**config.mk**
```make
export PLATFORM = sky130hd
export DESIGN_NAME = im_data_fetcher
export DESIGN_NICKNAME = d
export VERILOG_FILES = /design/src/rtl/im_data_fetcher.sv
export SDC_FILE = /design/constraint.sdc
export NUM_CORES = 1
export LEC_CHECK = 0
export BUFFER_PORTS_ARGS = -buffer_cell sky130_fd_sc_hd__buf_2
export CORE_MARGIN = 5
export CORE_UTILIZATION = 59
export DETAILED_ROUTE_END_ITERATION = 8
export PLACE_DENSITY = 0.88
export SYNTH_ARGS = -nofsm -noshare
export SYNTH_HDL_FRONTEND = slang
export SYNTH_SLANG_ARGS = --single-unit
```
**constraint.sdc**
```tcl
create_clock -name clk_i -period 8.4 [get_ports clk_i]
set_clock_uncertainty 0.05 [all_clocks]
set_input_delay 1.26 -clock clk_i [delete_from_list [all_inputs] [get_ports clk_i]]
set_output_delay 1.26 -clock clk_i [all_outputs]
set_load 0.03 [all_outputs]
```
**src/rtl/im_data_fetcher.sv**
```systemverilog
// Strided word fetcher: issues credit-limited memory reads and streams the
// in-order responses through a small FIFO toward the item-memory low-dim port.
module im_data_fetcher #(
    parameter int DataWidth  = 32,
    parameter int AddrWidth  = 32,
    parameter int CountWidth = 16,
    parameter int FifoDepth  = 2
) (
    input  logic                  clk_i,
    input  logic                  rst_i,
    input  logic                  clr_i,
    input  logic                  start_i,
    input  logic [AddrWidth-1:0]  cfg_base_addr_i,
    input  logic [AddrWidth-1:0]  cfg_stride_i,
    input  logic [CountWidth-1:0] cfg_num_words_i,
    output logic                  busy_o,
    output logic                  done_o,
    output logic                  mem_req_o,
    output logic [AddrWidth-1:0]  mem_addr_o,
    input  logic                  mem_gnt_i,
    input  logic                  mem_rvalid_i,
    input  logic [DataWidth-1:0]  mem_rdata_i,
    output logic [DataWidth-1:0]  data_o,
    output logic                  data_valid_o,
    input  logic                  data_ready_i
);

    localparam int PtrW = (FifoDepth > 1) ? $clog2(FifoDepth) : 1;
    localparam logic [CountWidth-1:0] DepthC  = CountWidth'(FifoDepth);
    localparam logic [PtrW-1:0]       LastPtr = PtrW'(FifoDepth - 1);

    typedef enum logic [1:0] {
        S_IDLE,
        S_FETCH,
        S_DRAIN
    } state_t;

    state_t                r_state;
    logic [AddrWidth-1:0]  r_cur_addr;
    logic [AddrWidth-1:0]  r_stride;
    logic [CountWidth-1:0] r_num;
    logic [CountWidth-1:0] r_issued;
    logic [CountWidth-1:0] r_inflight;
    logic [CountWidth-1:0] r_discard;
    logic [CountWidth-1:0] r_fifo_cnt;
    logic [PtrW-1:0]       r_wr_ptr;
    logic [PtrW-1:0]       r_rd_ptr;
    logic                  r_done;
    logic [DataWidth-1:0]  r_fifo [FifoDepth];

    logic                  w_gnt;
    logic                  w_rsp_discard;
    logic                  w_rsp_push;
    logic                  w_fifo_empty;
    logic                  w_pop;
    logic [CountWidth-1:0] w_discard_load;

    function automatic logic [PtrW-1:0] ptr_inc(input logic [PtrW-1:0] p);
        return (p == LastPtr) ? '0 : p + 1'b1;
    endfunction

    // Credit rule: in-flight requests plus buffered words never exceed the FIFO depth.
    assign mem_req_o     = (r_state == S_FETCH) && (r_issued < r_num) &&
                           ((r_inflight + r_fifo_cnt) < DepthC);
    assign mem_addr_o    = r_cur_addr;
    assign w_gnt         = mem_req_o && mem_gnt_i;
    assign w_rsp_discard = mem_rvalid_i && (r_discard != '0);
    assign w_rsp_push    = mem_rvalid_i && (r_discard == '0) && (r_inflight != '0);
    assign w_fifo_empty  = (r_fifo_cnt == '0);
    assign w_pop         = !w_fifo_empty && data_ready_i;
    assign data_valid_o  = !w_fifo_empty;
    assign data_o        = w_fifo_empty ? '0 : r_fifo[r_rd_ptr];
    assign busy_o        = (r_state != S_IDLE) || (r_discard != '0);
    assign done_o        = r_done;

    // Everything still owed by the memory, including this cycle's grant, is discarded after a clear.
    assign w_discard_load = r_discard + r_inflight + CountWidth'(w_gnt)
                          - CountWidth'(w_rsp_push | w_rsp_discard);

    always_ff @(posedge clk_i) begin
        if (rst_i) begin
            r_state    <= S_IDLE;
            r_cur_addr <= '0;
            r_stride   <= '0;
            r_num      <= '0;
            r_issued   <= '0;
            r_inflight <= '0;
            r_discard  <= '0;
            r_fifo_cnt <= '0;
            r_wr_ptr   <= '0;
            r_rd_ptr   <= '0;
            r_done     <= 1'b0;
        end else begin
            r_done <= 1'b0;
            if (clr_i) begin
                r_state    <= S_IDLE;
                r_inflight <= '0;
                r_discard  <= w_discard_load;
                r_fifo_cnt <= '0;
                r_wr_ptr   <= '0;
                r_rd_ptr   <= '0;
            end else begin
                if (w_rsp_push) begin
                    r_wr_ptr <= ptr_inc(r_wr_ptr);
                end
                if (w_pop) begin
                    r_rd_ptr <= ptr_inc(r_rd_ptr);
                end
                r_fifo_cnt <= r_fifo_cnt + CountWidth'(w_rsp_push) - CountWidth'(w_pop);
                r_inflight <= r_inflight + CountWidth'(w_gnt) - CountWidth'(w_rsp_push);
                if (w_rsp_discard) begin
                    r_discard <= r_discard - CountWidth'(1);
                end
                if (w_gnt) begin
                    r_cur_addr <= r_cur_addr + r_stride;
                    r_issued   <= r_issued + CountWidth'(1);
                end

                case (r_state)
                    S_IDLE: begin
                        if (start_i && (r_discard == '0)) begin
                            if (cfg_num_words_i != '0) begin
                                r_cur_addr <= cfg_base_addr_i;
                                r_stride   <= cfg_stride_i;
                                r_num      <= cfg_num_words_i;
                                r_issued   <= '0;
                                r_state    <= S_FETCH;
                            end else begin
                                r_done <= 1'b1;
                            end
                        end
                    end
                    S_FETCH: begin
                        if (w_gnt && ((r_issued + CountWidth'(1)) == r_num)) begin
                            r_state <= S_DRAIN;
                        end
                    end
                    S_DRAIN: begin
                        if ((r_inflight == '0) && w_fifo_empty) begin
                            r_done  <= 1'b1;
                            r_state <= S_IDLE;
                        end
                    end
                    default: r_state <= S_IDLE;
                endcase
            end
        end
    end

    // FIFO storage holds data only; validity is tracked by the pointers and count.
    always_ff @(posedge clk_i) begin
        if (w_rsp_push) begin
            r_fifo[r_wr_ptr] <= mem_rdata_i;
        end
    end

endmodule

```
; ---- After elaboration in Yosys (flattened, before gate mapping)
; Memories as Yosys holds them, arrays and structs flattened. A register that Yosys moved wholly into a read port is not among the register bits.
; Index checks and enable logic that the tools add are counted.
[totals]
reg_bits = 149
ramBits = 64
input_bits = 119
output_inout_bits = 68
word_cells = 86
n_memories = 1
[memory_table]
columns = name, depth, word_bits, rd, rd_ports_with_merged_regs, wr, line_no
row1 = r_fifo, 2, 32, 1, 1, 1, 49  ; logic [DataWidth-1:0] r_fifo [FifoDepth];
[op_classes]
addsub = 13
order_cmp = 2
eq_ne = 7
mux = 26
bitwise = 2
reduce_logical = 24
[op_table]
columns = operator, n
row1 = $mux W32, 5
row2 = $mux W16, 6
row3 = $add A16 B1 Y16, 3
row4 = $logic_not A16 Y1, 3
row5 = $reduce_bool A16 Y1, 3
row6 = $sub A16 B1 Y16, 3
row7 = $add A16 B16 Y16, 2
row8 = $add A32 B32 Y32, 1
row9 = $add A16 B1 Y16 const B, 1
row10 = $eq A16 B16 Y1, 1
row11 = $lt A16 B16 Y1, 1
row12 = $lt A16 B2 Y1 const B, 1
row13 = $sub A16 B1 Y16 const B, 1
row14 = $logic_and A1 B1 Y1, 10
row15 = $mux W1, 9
row16 = $mux W2, 4
row17 = $reduce_and A4 Y1, 2
row18 = $ne A2 B2 Y1 const B, 3
row19 = $pmux W2 S3, 1
row20 = $reduce_bool A2 Y1, 2
row21 = $add A1 B1 Y1 const B, 2
row22 = $eq A2 B1 Y1 const B, 1
row23 = $eq A2 B2 Y1 const B, 1
row24 = $logic_not A2 Y1, 1
row25 = other kinds (7), 7

; ---- Longest topological paths before layout
; Gate-level depths: netlist of the first run.
[logic_depth]
depth_word = 8
depth_mapped = 25
mapped_depth_nobuf = 25

; ---- Least setup slack after synthesis of the first run
; OpenSTA, ideal clock, no wires.
[synth_timing]
path_type = flip-flop to flip-flop
from = register r_inflight[1]
to = register r_discard[14]
setup_ps = 115
arrival_time_ps = 5685
required_time_ps = 8235
setup_slack_ps = 2551
path_stages_with_launch = 24
n_path_buf = 1
synth_period_minus_slack_ps = 5849
path_cell_list = dfxtp_1 > inv_1 > fa_1 > nor2b_1 > o21bai_1 > a311oi_1 > mux2_2 > or4_1 > or4b_4 > nor4b_4 > buf_2 > fa_1 > inv_1 > fa_1 > inv_1 > a21oi_1 > o21bai_1 > a21o_1 > a21o_1 > a21o_1 > a21bo_2 > a311oi_1 > o311a_1 > a2111oi_0
[synth_via]
elab_chain_cells = 7
word_cells_on_any_way = 11
cone_classes = 4 x add/sub / 1 x order compare / 1 x mux / 1 x bitwise / 4 x reduce/logical
[synth_rtl]
columns = item, line_no
row1 = from (decl), 43  ; logic [CountWidth-1:0] r_inflight;
row2 = from (signal assigned), 110  ; r_inflight <= r_inflight + CountWidth'(w_gnt) - CountWidth'(w_rsp_push);
row3 = $add A16 B16 Y16, 64  ; ((r_inflight + r_fifo_cnt) < DepthC);
row4 = $lt A16 B2 Y1, 64
row5 = $logic_and A1 B1 Y1, 63  ; assign mem_req_o = (r_state == S_FETCH) && (r_issued < r_num) &&
row6 = $logic_and A1 B1 Y1, 66  ; assign w_gnt = mem_req_o && mem_gnt_i;
row7 = $add A16 B1 Y16, 77  ; assign w_discard_load = r_discard + r_inflight + CountWidth'(w_gnt)
row8 = $sub A16 B1 Y16 (*), 78  ; - CountWidth'(w_rsp_push | w_rsp_discard);
row9 = $mux W16 (*), 95  ; if (clr_i) begin
row10 = to (signal assigned), 98  ; r_discard <= w_discard_load;
row11 = to (signal assigned), 112  ; r_discard <= r_discard - CountWidth'(1);
row12 = to (decl), 44  ; logic [CountWidth-1:0] r_discard;
; Mark *: on every way between the ends. The rest lies on a longest branch, timed or not.
; A chain may end at the register's enable or synchronous reset.

; ---- Final worst setup path of the first run
[layout_timing]
from = register r_inflight[1]
to = register r_inflight[14]
[layout_via]
elab_chain_cells = 6
word_cells_on_any_way = 8
cone_classes = 3 x add/sub / 1 x order compare / 4 x reduce/logical
[layout_rtl]
columns = item, line_no
row1 = $add A16 B16 Y16, 64
row2 = $lt A16 B2 Y1, 64
row3 = $logic_and A1 B1 Y1, 63
row4 = $logic_and A1 B1 Y1, 66
row5 = $add A16 B1 Y16, 110
row6 = $sub A16 B1 Y16 (*), 110
; Marks and branches as above.

==> impl.org, run 1 <==
** Status
- The run finished with clean final reports.

** Logic synthesis
- Yosys mapped a number of flops with a built-in enable equal to 64.
- Top post-synthesis cells by area :: dfxtp_1 21%, edfxtp_1 14%, ha_1 12%, nand2_1 5.1%, a21oi_1 5.1%
- The synthesized netlist devotes 13.15% of its cell area to adder and majority cells.
- Synth Cell Area :: 14,040 µm²
- Simple-gate share of the synthesized area :: 19.63%
- For this run, asynchronously set or reset flops after synthesis account for 0%.
- Summed over its instances, the top area cell type makes up 21.38% of the synthesized netlist area.
- Synthesis instantiated 77 different standard cells from the library.
- Synthesized area per cell :: 8.527 µm²
- Total of flip-flops plus latches after synthesis :: 214
- The biggest area contributor in the post-synthesis netlist is dfxtp_1.
- The commonest cells after synthesis are 190 x nand2_1, 150 x dfxtp_1, 142 x a21oi_1.
- For this run, the number of Yosys warnings is 0.
- Of the synthesized area, sequential elements account for 35.06%.
- Measured against the total synthesized area, the mux share comes to 3.243%.
- The most used flip-flop cell after synthesis is dfxtp_1.
- Of the total synthesized cell area, the portion taken by XOR and XNOR cells is 6.298%.
- In the post-synthesis netlist, the cell with the most instances is nand2_1.
- Compound-cell area share of the yosys netlist :: 17.30%
- After technology mapping, the gate count stands at 1,647.
- After synthesis, the largest family of logic cells by area is simple AND/OR/NAND/NOR gates.
- Syn Nets :: 1,910

** Final layout
- With fillers left out, the area of the finished cells amounts to 16,020 µm².
- Share of final-layout standard cells stronger than drive strength 1 :: 14.51%
- Count of nets after finishing :: 2,073
- From synthesis to final layout, the design area changed by 14.08%.

** STA
- Setup slack on the critical path of the routed design comes to 1.863 ns.
- Period utilization :: 77.83%
- The number of slew-limit violations in the final report was 0.
- The number of failing hold endpoints at the final stage is 0.
- For the finished layout, the period the worst path requires is 6.537 ns.
- FMAX :: 153.0 MHz
- Min Hold Slack :: 0.4085 ns
- Adding up every negative setup slack in the final design gives 0 ns.
- Setup violations remaining at the end of the flow were counted as 0.
- Worst-case headroom to the max-slew limit :: 18.36%
- Setup repair after global routing left no endpoint under its margin.
- Slew at the pin with the worst max-slew slack :: 1.222 ns

** Global route
- Summed over all layers, the global routing overflow is 0.
- Most crowded layer after global routing :: met2
- The number of global-route vias before repair came to 12.57k.
- In the global route stage, met3 resource usage came out at 5.521%.
- Entering global routing, the biggest net connects 83 pins.
- For met1 alone, demand over resource in global routing was 34.41%.
- Initial antenna violation count :: 3
- Global-route wire length before repair :: 60,080 µm
- Global router's overall resource usage :: 27.13%
- Met2 usage :: 45.62%

** Placement
- Placed cell areas :: 15,250 µm²
- HPWL after detailed placement :: 28,330 µm
- Placement Setup Slack :: 1.989 ns
- Buffers on Ports :: 186
- At the end of routability-driven placement, the weighted congestion stood at 0.9975.

** Floorplanning
- Die area :: 26,990 µm²
- Rows :: 56
- Top Ports :: 187
- Area inside the core boundary :: 23,470 µm²
- X dimension of the die :: 164.3 µm
- Initial Utilization :: 59.83%
- Die Ht :: 164.3 µm

** Clock tree
- Maximum clock insertion buffer count :: 3
- Setup Buffers After CTS :: 0
- Clock latency on the worst-skew pair :: 0.53 ns
- Clock tree from TritonCTS :: done
- After clock tree synthesis, the flow added hold-fix buffers numbering 0.
- Post-CTS repair changed the size of 0 cells.
- Clk sink count :: 214
- Number of CTS-inserted buffers :: 23
- After clock tree synthesis, the clock-pin slew on the worst setup and hold paths is 0.07 ns.
- In this run the number of H-tree levels came out at 1.
- The cell sitting at the root of the clock tree is a clkbuf_16.

** Run
- Maximum Capacitance Violations :: 0

** Routing
- Across all layers, the routed design uses 12.90k vias.
- In the final routed layout, each cell accounts on average for 17.79 µm.
- WL final :: 38,190 µm
- After detailed routing, the number of remaining DRC violations is 0.
- The detailed router finished its first iteration with 1,073 violations.
- The first TritonRoute pass finished after 5 iterations.
- The count of nets left with antenna violations once routing finished came out at 0.
- After detailed routing, the number of vias per cell comes to 6.011.

** Worst setup path
- The worst setup path is launched from a register.
- In this run the worst path has a maximum fanout of 16.
- STA puts the critical path data required time at 8.73 ns.
- Start-to-end type of the worst setup path :: register to register
- Critical path endpoint category :: register
- For the worst setup path, the data arrival time is 6.87 ns.

** Power and ir drop
- Dividing total power by cell area gives a power density of 267.5 nW/µm².
- Power consumption :: 0.004286 W
- The worst-case IR drop observed on VDD is 0.2122 mV.
- Pleak :: 6.833 nW

** Hold path
- Class of the most critical hold timing path :: register to register
-- through the flow --
step           cells  utilization (%)
3_3_place_gp    2104            64.97
2_1_floorplan   1647                -
4_1_cts         2145            68.25
3_5_place_dp    2104            64.97
6_report        2146            68.26
5_1_grt         2145            68.25
-- cells by family (layout without fill, tap and decap cells) --
group,count (synthesis),in the layout
AND/OR/NAND/NOR,568,568
buffers and inverters,197,376
AO/OA/AOI/OAI,378,378
multiplexers,45,45
adder cells (fa/ha/maj),144,144
XOR/XNOR,101,101
other,0,1
flip-flops,214,214
-- state kept, by name, indices dropped and copies added (netlist names), named ones only --
register    cells
mem_addr_o     32
done_o          1
r_issued       16
r_fifo         64
r_rd_ptr        1
r_inflight     16
r_fifo_cnt     16
r_state         2
r_wr_ptr        1
r_discard      16
r_num          16
r_stride       32
-- power by group --
group | internal (W) | switching [W] | total (W) | leakage, nW
sequential | 0.00114 | 0.0000795 | 0.00122 | 1.79
clock | 0.000605 | 0.000430 | 0.00103 | 0.378
combinational | 0.000846 | 0.00118 | 0.00203 | 4.66
-- routing by layer --
layer / part of all wire (%) / up-vias
li1: - / 6165
met1: 40 / 5988
met2: 46 / 610
met3: 9.2 / 130
met4: 4.1 / 6
met5: 0.12 / -
-- worst max-delay path, cell delays in order, from the launching register on --
cell      delay, ns
dfxtp_1        0.46
inv_1          0.17
fa_1           0.48
nor2b_1        0.20
o21bai_1       0.13
a311oi_1       0.37
mux2_2         0.40
or4_1          0.53
or4b_4         0.52
nor4b_4        0.22
buf_4          0.27
inv_1          0.11
ha_1           0.28
inv_1          0.06
ha_1           0.18
inv_1          0.07
fa_1           0.37
nand2b_1       0.18
a21oi_1        0.19
o21ai_0        0.12
a21oi_1        0.20
o21a_1         0.18
o21ai_0        0.11
nand4b_1       0.16
a311o_1        0.20
xnor2_1        0.12
nor2_1         0.05
-- layout make-up --
type / count / area (µm²)
Inverter: 138 / 518.0
Antenna cell: 1 / 2.502
Sequential cell: 214 / 4926
Clock buffer: 30 / 641.9
Clock inverter: 11 / 126.4
Multi-Input combinational cell: 1236 / 8394
Fill cell: 1820 / 7451
Tap cell: 319 / 399.1
Timing Repair Buffer: 197 / 1013
-- path summary, 6_finish.rpt --
kind	startpoint	to	slack (ns)	cells after the start
max reg2reg	r_inflight[1]	r_inflight[14]	1.86	26
max	r_inflight[1]	r_inflight[14]	1.86	26
min reg2reg	r_stride[19]	r_stride[19]	0.41	2
min	r_stride[19]	r_stride[19]	0.41	2
-- cells in the final DEF, fill, tap and decap left out, types with 13 or more instances in the layout --
master / n
nand2_1: 190
buf_2: 186
dfxtp_1: 149
a21oi_1: 142
nor2_1: 138
ha_1: 138
inv_1: 137
xnor2_1: 73
edfxtp_1: 64
o21ai_0: 45
mux2i_1: 41
nand3_1: 39
a21o_1: 38
nor3_1: 36
xor2_1: 28
clkbuf_16: 23
nand2b_1: 22
nor4_1: 17
and3_1: 17
a31oi_1: 17
nand4_1: 16
o21a_1: 16
a22oi_1: 14
nor2b_1: 13
No activity file was read; power rests on OpenSTA's default activity.
==> inputs of run 2 (changes only) <==
- CORE_UTILIZATION: 59 -> 53
- PLACE_DENSITY: 0.88 -> 0.84
- clock period: 8.4 -> 5.6 ns (I/O delays scaled with it)
==> impl.org, run 2 (synthesized netlist as in run 1, its figures left out) <==
** Power and ir drop
- The share of power burned in the clock network is 24.3% (was 24.1%).
- Net switching power figure :: 0.002680 W (was 0.001691 W)
- The sequential fraction of design power was 27.0% (was 28.6%).
- Power consumption :: 0.006824 W (was 0.004286 W)
- The static leakage is 7.136 nW (was 6.833 nW).
- The highest ir drop seen on vdd was 0.2897 mV (was 0.2122 mV).
- The logic gate share of total power was 48.7% (was 47.3%).
- Power Dens Cells :: 409.1 nW/µm² (was 267.5 nW/µm²)
- Total internal power :: 0.004144 W (was 0.002595 W)
- Switching part of the total power :: 39.27% (was 39.45%)

** Global route
- The initial antenna violation count came to 3 (unchanged).
- The number of global-route vias before repair is 12.72k (was 12.57k).
- Total gr overflow :: 0 (unchanged)
- Global router's overall resource usage :: 24.65% (was 27.13%)
- The pin count of the biggest net entering global routing came to 82 (was 83).
- Global-route wire length before repair :: 63,260 µm (was 60,080 µm)

** Routing
- The detail-routed net length per standard cell is 17.74 µm (was 17.79 µm).
- WL final :: 39,320 µm (was 38,190 µm)
- Remaining antenna violation count :: 0 (unchanged)
- The number of vias in the routed layout came to 13.00k (was 12.90k).
- The detailed-router iteration count before antenna repair is 5 (unchanged).
- First-iteration detailed-routing DRC count :: 1,057 (was 1,073)
- Number of remaining DRC errors :: 0 (unchanged)
- Post-detailed-route via-to-cell ratio :: 5.866 (was 6.011)

** Final layout
- Number of flip-flops in the largest register :: 64 (unchanged)
- Most common cell after layout, fill and taps aside :: nand2_1 (unchanged)
- Share of final-layout standard cells stronger than drive strength 1 :: 18.88% (was 14.51%)
- Area delta synth->final :: 18.77% (was 14.08%)
- The final standard cell utilization of the core was 64.01% (was 68.26%).
- The register containing the most flip-flops in the final layout was r_fifo (unchanged).
- Top library cells by usage in the layout, fill and taps aside: 189 x nand2_1, 186 x buf_2, 145 x dfxtp_1 (was 190 x nand2_1, 186 x buf_2, 149 x dfxtp_1).
- Fill cell total of the finished layout :: 2,051 (was 1,820)
- The final cell count without fillers was 2,216 (was 2,146).
- The number of nets in the final layout is 2,125 (was 2,073).

** Clock tree
- Clock tree from TritonCTS :: done (unchanged)
- The number of clock sinks seen by CTS is 214 (unchanged).
- CTS Root Buffer Type :: clkbuf_16 (unchanged)
- The maximum buffer depth of the clock tree was 3 (unchanged).
- Number of CTS-inserted buffers :: 24 (was 23)
- Clock transition at the registers of the reported paths :: 0.06 ns (was 0.07 ns)
- H-Tree Depth :: 1 (unchanged)
- Clock latency on the worst-skew pair :: 0.55 ns (was 0.53 ns)
- Post-CTS Hold Buffers :: 0 (unchanged)

** Worst setup path
- Most numerous cell on the critical path :: inv_2 (was inv_1)
- The logic depth of the worst register-to-register path was 25 (was 26).
- The launching point of the worst reg2reg path is r_inflight[1] (unchanged).
- Type of origin of the critical path :: register (unchanged)
- The critical path buffer and inverter count was 4 (was 5).
- The worst-path maximum fanout is 2 (was 16).
- CP Data Arrival Time :: 5.89 ns (was 6.87 ns)
- Required @ worst endpoint :: 5.95 ns (was 8.73 ns)
- Worst setup startpoint :: r_inflight[1] (unchanged)
- Terminus of the critical flop-to-flop path :: r_inflight[14] (unchanged)
- The number of cells on the critical path came to 25 (was 26).
- Cell class contributing the biggest share of worst-path delay :: simple AND/OR/NAND/NOR gates (unchanged)
- The endpoint of the worst setup timing path is r_inflight[14] (unchanged).
- The maximum single-stage delay on the critical path came to 0.52 ns (was 0.53 ns).
- The register-to-register path setup slack came to 0.06 ns (was 1.86 ns).
- Crit path max-delay cell type :: or4b_4 (was or4_1)
- Start-to-end type of the worst setup path :: register to register (unchanged)
- The nature of the critical path endpoint was a register (unchanged).

** Floorplanning
- The floorplan die area was 29,850 µm² (was 26,990 µm²).
- X dimension of the die :: 172.8 µm (was 164.3 µm)
- Initial Utilization :: 53.90% (was 59.83%)
- The die height was 172.8 µm (was 164.3 µm).
- Top Ports :: 187 (unchanged)
- Area inside the core boundary :: 26,060 µm² (was 23,470 µm²)
- The number of placement rows is 59 (was 56).

** STA
- Worst-case headroom to the max-slew limit :: 18.28% (was 18.36%)
- Slew at the pin with the worst max-slew slack :: 1.223 ns (was 1.222 ns)
- Final-report hold violation count :: 0 (unchanged)
- Final setup violating endpoints :: 0 (unchanged)
- The hold slack came to 0.4037 ns (was 0.4085 ns).
- Period utilization :: 98.96% (was 77.83%)
- The clock period minus worst slack came to 5.542 ns (was 6.537 ns).
- RSZ-0062 raised after global routing :: yes (was no)
- FMAX :: 180.4 MHz (was 153.0 MHz)
- The number of slew-limit violations in the final report came to 0 (unchanged).

** Placement
- The count of input and output buffers came to 186 (unchanged).
- The placer congestion estimate was 0.9663 (was 0.9975).
- Placed cells :: 2,156 (was 2,104)
- The post-DP HPWL came to 29,120 µm (was 28,330 µm).

** Run
- The max-capacitance violation count is 0 (unchanged).

** Status
- Run status :: completed (unchanged)

** Hold path
- The worst min-delay path category was register to register (unchanged).
## run 2: cell count changes in the layout (fill, tap and decap cells not counted), moves of 5 or more
cell,change
inv_1,-5
a21oi_2,+5
a21oi_1,-6
buf_4,+51
## run 2: power by group through the flow
stage | Sequential [W] | Clock (W) | Combinational [W]
after global routing | 0.00185 | 0.00175 | 0.00366
after floorplan | 0.00183 | 0 | 0.00237
final | 0.00184 | 0.00166 | 0.00332
after global placement | 0.00186 | 0 | 0.00303
after CTS | 0.00184 | 0.00168 | 0.00318
after detailed placement | 0.00187 | 0 | 0.00311
## run 2: worst min-delay path: stages (launching register included)
cell	delay, ns
dfxtp_1	0.32
nand2_1	0.05
nand2_1	0.04
## run 2: how the worst min path moves through the flow
stage | slack, ns | from | end | cells after the start
floorplan | 0.38 | r_num[6] | r_num[6] | 2
global placement | 0.39 | r_num[6] | r_num[6] | 2
detailed placement | 0.40 | r_num[6] | r_num[6] | 2
CTS | 0.41 | r_stride[25] | r_stride[25] | 2
global route | 0.42 | mem_addr_o[15] | mem_addr_o[15] | 2
finish | 0.40 | mem_addr_o[15] | mem_addr_o[15] | 2
## run 2: metal layers
metal / GRT usage [%] / up-vias / part of all wire [%]
met5: 0 / - / 0.086
met4: 8.516 / 6 / 3.1
met3: 4.476 / 95 / 8.4
met2: 40.30 / 544 / 46
met1: 33.01 / 6089 / 42
li1: - / 6264 / -
## run 2: final cells by class
type,instances,area [µm²],share of cell area [%]
diodes,1,2.502,0.01500
clock inverters,17,206.4,1.238
repair buffers,248,1396,8.371
multi-input cells,1236,8578,51.43
flip-flops and latches,214,4936,29.59
clock buffers,27,621.8,3.728
inverters,138,520.5,3.120
well taps,335,419.2,2.513
## run 2: repair_timing
item / in CTS / in global routing
resized for setup: 5 / 33
pin swaps: 4 / 20
buffers inserted: 6 / 9
setup endpoints to repair: 7 / 12
## run 2: metrics by stage
step / setup WS [ns] / cell area, µm² / TNS, ns
global route: -0.1567 / 16680 / -0.3553
global placement: -0.04946 / 15570 / -0.04946
detailed placement: -0.1791 / 15570 / -0.5149
finish: 0.05812 / 16680 / 0
floorplan: 0.01731 / 14070 / 0
CTS: 0.02866 / 16450 / 0
==> inputs of run 3 (changes only) <==
- CORE_UTILIZATION: 53 -> 55
- clock period: 5.6 -> 7.03 ns (I/O delays scaled with it)
==> impl.org, run 3 (synthesized netlist as in run 1, its figures left out) <==
** Clock tree
- Cells resized by post-CTS repair :: 0 (was 5)
- CTS Root Buffer Type :: clkbuf_16 (unchanged)
- The maximum buffer depth of the clock tree came to 3 (unchanged).
- Clock tree from TritonCTS :: done (unchanged)
- The clock slew at the register clock pins of the worst setup and hold paths is 0.06 ns (about the same).
- The number of hold buffers added after CTS was 0 (unchanged).
- Number of CTS-inserted buffers :: 22 (was 24)
- The number of H-tree levels was 1 (unchanged).
- Setup Buffers After CTS :: 0 (was 6)
- The number of clock sinks seen by CTS is 214 (unchanged).
- Clock latency on the worst-skew pair :: 0.52 ns (was 0.55 ns)

** Floorplanning
- Die Ht :: 169.8 µm (was 172.8 µm)
- The width of the chip is 169.8 µm (was 172.8 µm).
- The count of pins on the block boundary came to 187 (unchanged).
- The floorplan die area is 28,830 µm² (was 29,850 µm²).
- The starting utilization of the core area was 55.77% (was 53.90%).
- Rows :: 58 (was 59)
- The standard cell core area came to 25,180 µm² (was 26,060 µm²).

** Worst setup path
- The data required time at the worst endpoint was 7.36 ns (was 5.95 ns).
- The kind of launch point of the worst setup path was a register (unchanged).
- The startpoint-to-endpoint class of the critical path is register to register (unchanged).
- The worst-path maximum fanout is 15 (was 2).
- The data arrival time of the critical path is 6.84 ns (was 5.89 ns).
- The nature of the critical path endpoint is a register (unchanged).

** Power and ir drop
- The highest ir drop seen on vdd is 0.2415 mV (was 0.2897 mV).
- Power Dens Cells :: 315.6 nW/µm² (was 409.1 nW/µm²)
- The static leakage is 6.810 nW (was 7.136 nW).

** Placement
- The post-DP HPWL came to 28,270 µm (was 29,120 µm).
- The number of placed instances with taps included came to 2,114 (was 2,156).
- The count of input and output buffers is 186 (unchanged).
- The pre-CTS setup slack is 0.6337 ns (was -0.1791 ns).
- The placer congestion estimate was 0.9616 (was 0.9663).

** Global route
- The pin count of the biggest net entering global routing was 83 (was 82).
- Total gr overflow :: 0 (unchanged)
- Number of global-route vias before repair :: 12.25k (was 12.72k)
- Global-route wire length before repair :: 59,900 µm (was 63,260 µm)
- Global router's overall resource usage :: 24.86% (was 24.65%)
- Initial antenna violation count :: 0 (was 3)

** Routing
- First-iteration detailed-routing DRC count :: 1,112 (was 1,057)
- The detail-routed net length per standard cell was 17.39 µm (was 17.74 µm).
- The via density per instance came to 5.909 (was 5.866).
- Total number of vias :: 12.73k (was 13.00k)
- The number of nets with antenna violations after routing was 0 (unchanged).
- WL final :: 37,450 µm (was 39,320 µm)
- The post-detailed-route DRC marker count was 0 (unchanged).
- Length of the first detailed-routing pass in iterations :: 6 (was 5)

** STA
- The sum of negative setup slack was 0 ns (unchanged).
- The maximum clock frequency is 153.6 MHz (was 180.4 MHz).
- Final-report max-slew violation count :: 0 (unchanged)
- Final-report hold violation count :: 0 (unchanged)
- Final setup violating endpoints :: 0 (unchanged)
- The measured slew at the worst slew-check pin is 1.174 ns (was 1.223 ns).
- The clock period minus worst slack was 6.510 ns (was 5.542 ns).
- RSZ-0062 raised after global routing :: no (was yes)
- Worst-case headroom to the max-slew limit :: 21.55% (was 18.28%)
- The portion of the clock cycle consumed by the worst path in the final layout is 92.60% (was 98.96%).
- The final worst-path setup slack came to 0.5200 ns (was 0.05812 ns).

** Final layout
- Share of final-layout standard cells stronger than drive strength 1 :: 14.53% (was 18.88%)
- Register containing the most flip-flops in the final layout :: r_fifo (unchanged)
- Count of nets after finishing :: 2,071 (was 2,125)
- The most frequent standard cell in the layout excluding fill and tap cells is nand2_1 (unchanged).
- Number of flip-flops in the largest register :: 64 (unchanged)
- Top library cells by usage in the layout, fill and taps aside :: 190 x nand2_1, 186 x buf_2, 149 x dfxtp_1 (was 189 x nand2_1, 186 x buf_2, 145 x dfxtp_1)
- Number of cells in the finished layout apart from fillers :: 2,154 (was 2,216)
- The layout overhead on the synthesized area is 13.67% (was 18.77%).
- The count of antenna diodes in the layout is 0 (was 1).

** Status
- Run status :: completed (unchanged)

** Run
- Maximum Capacitance Violations :: 0 (unchanged)

** Hold path
- Class of the most critical hold timing path :: register to register (unchanged)
run 3: power breakdown:
part | switching, W | internal [W] | total [W] | leakage (nW)
Combinational | 0.00141 | 0.00101 | 0.00243 | 4.66
Clock | 0.000505 | 0.000643 | 0.00115 | 0.359
Sequential | 0.0000960 | 0.00137 | 0.00146 | 1.79
run 3: worst paths after layout:
path	to	startpoint	slack (ns)	cells past startpoint
setup / recovery	r_discard[14]	r_inflight[1]	0.52	23
hold reg to reg	r_stride[22]	r_stride[22]	0.40	2
hold / removal	r_stride[22]	r_stride[22]	0.40	2
setup reg to reg	r_discard[14]	r_inflight[1]	0.52	23
run 3: layout make-up:
| cell class | instances | area (µm²) |
|---|---|---|
| clock buffer | 29 | 638.1 |
| clock inverter | 11 | 67.56 |
| fill | 2048 | 9218 |
| inverter | 138 | 518.0 |
| multi-input combinational | 1236 | 8396 |
| sequential | 214 | 4926 |
| tap | 330 | 412.9 |
| timing repair buffer | 196 | 1006 |
run 3: critical path: stages, from the launching register on:
cell and delay (ns):
dfxtp_1 0.45, inv_1 0.15, fa_1 0.48, nor2b_1 0.18
o21bai_1 0.14, a311oi_1 0.42, mux2_2 0.41, or4_1 0.53
or4b_4 0.52, nor4b_4 0.28, buf_4 0.28, fa_1 0.23
inv_1 0.06, fa_1 0.41, inv_1 0.08, a21oi_1 0.06
o21bai_1 0.23, a21o_1 0.15, a21o_1 0.14, a21o_1 0.14
a21bo_2 0.17, a311oi_1 0.13, o311a_1 0.37, a2111oi_0 0.35
run 3: through the flow:
| stage | utilization, % | cell area [µm²] | power, W | hold slack [ns] |
|---|---|---|---|---|
| floorplan | - | 14040 | 0.003337 | 0.3819 |
| global placement | 60.59 | 15260 | 0.003794 | 0.3903 |
| detailed placement | 60.59 | 15260 | 0.003859 | 0.3999 |
| CTS | 63.40 | 15960 | 0.005022 | 0.4063 |
| global route | 63.40 | 15960 | 0.005371 | 0.4215 |
| finish | 63.40 | 15960 | 0.005039 | 0.4045 |
run 3: per-layer routing:
metal	global-route usage [%]	vias up	routed length (µm)
met5	0	-	0
li1	-	6164	-
met4	8.400	0	1179
met1	33.80	5908	16420
met3	3.354	102	2861
met2	40.96	553	16990
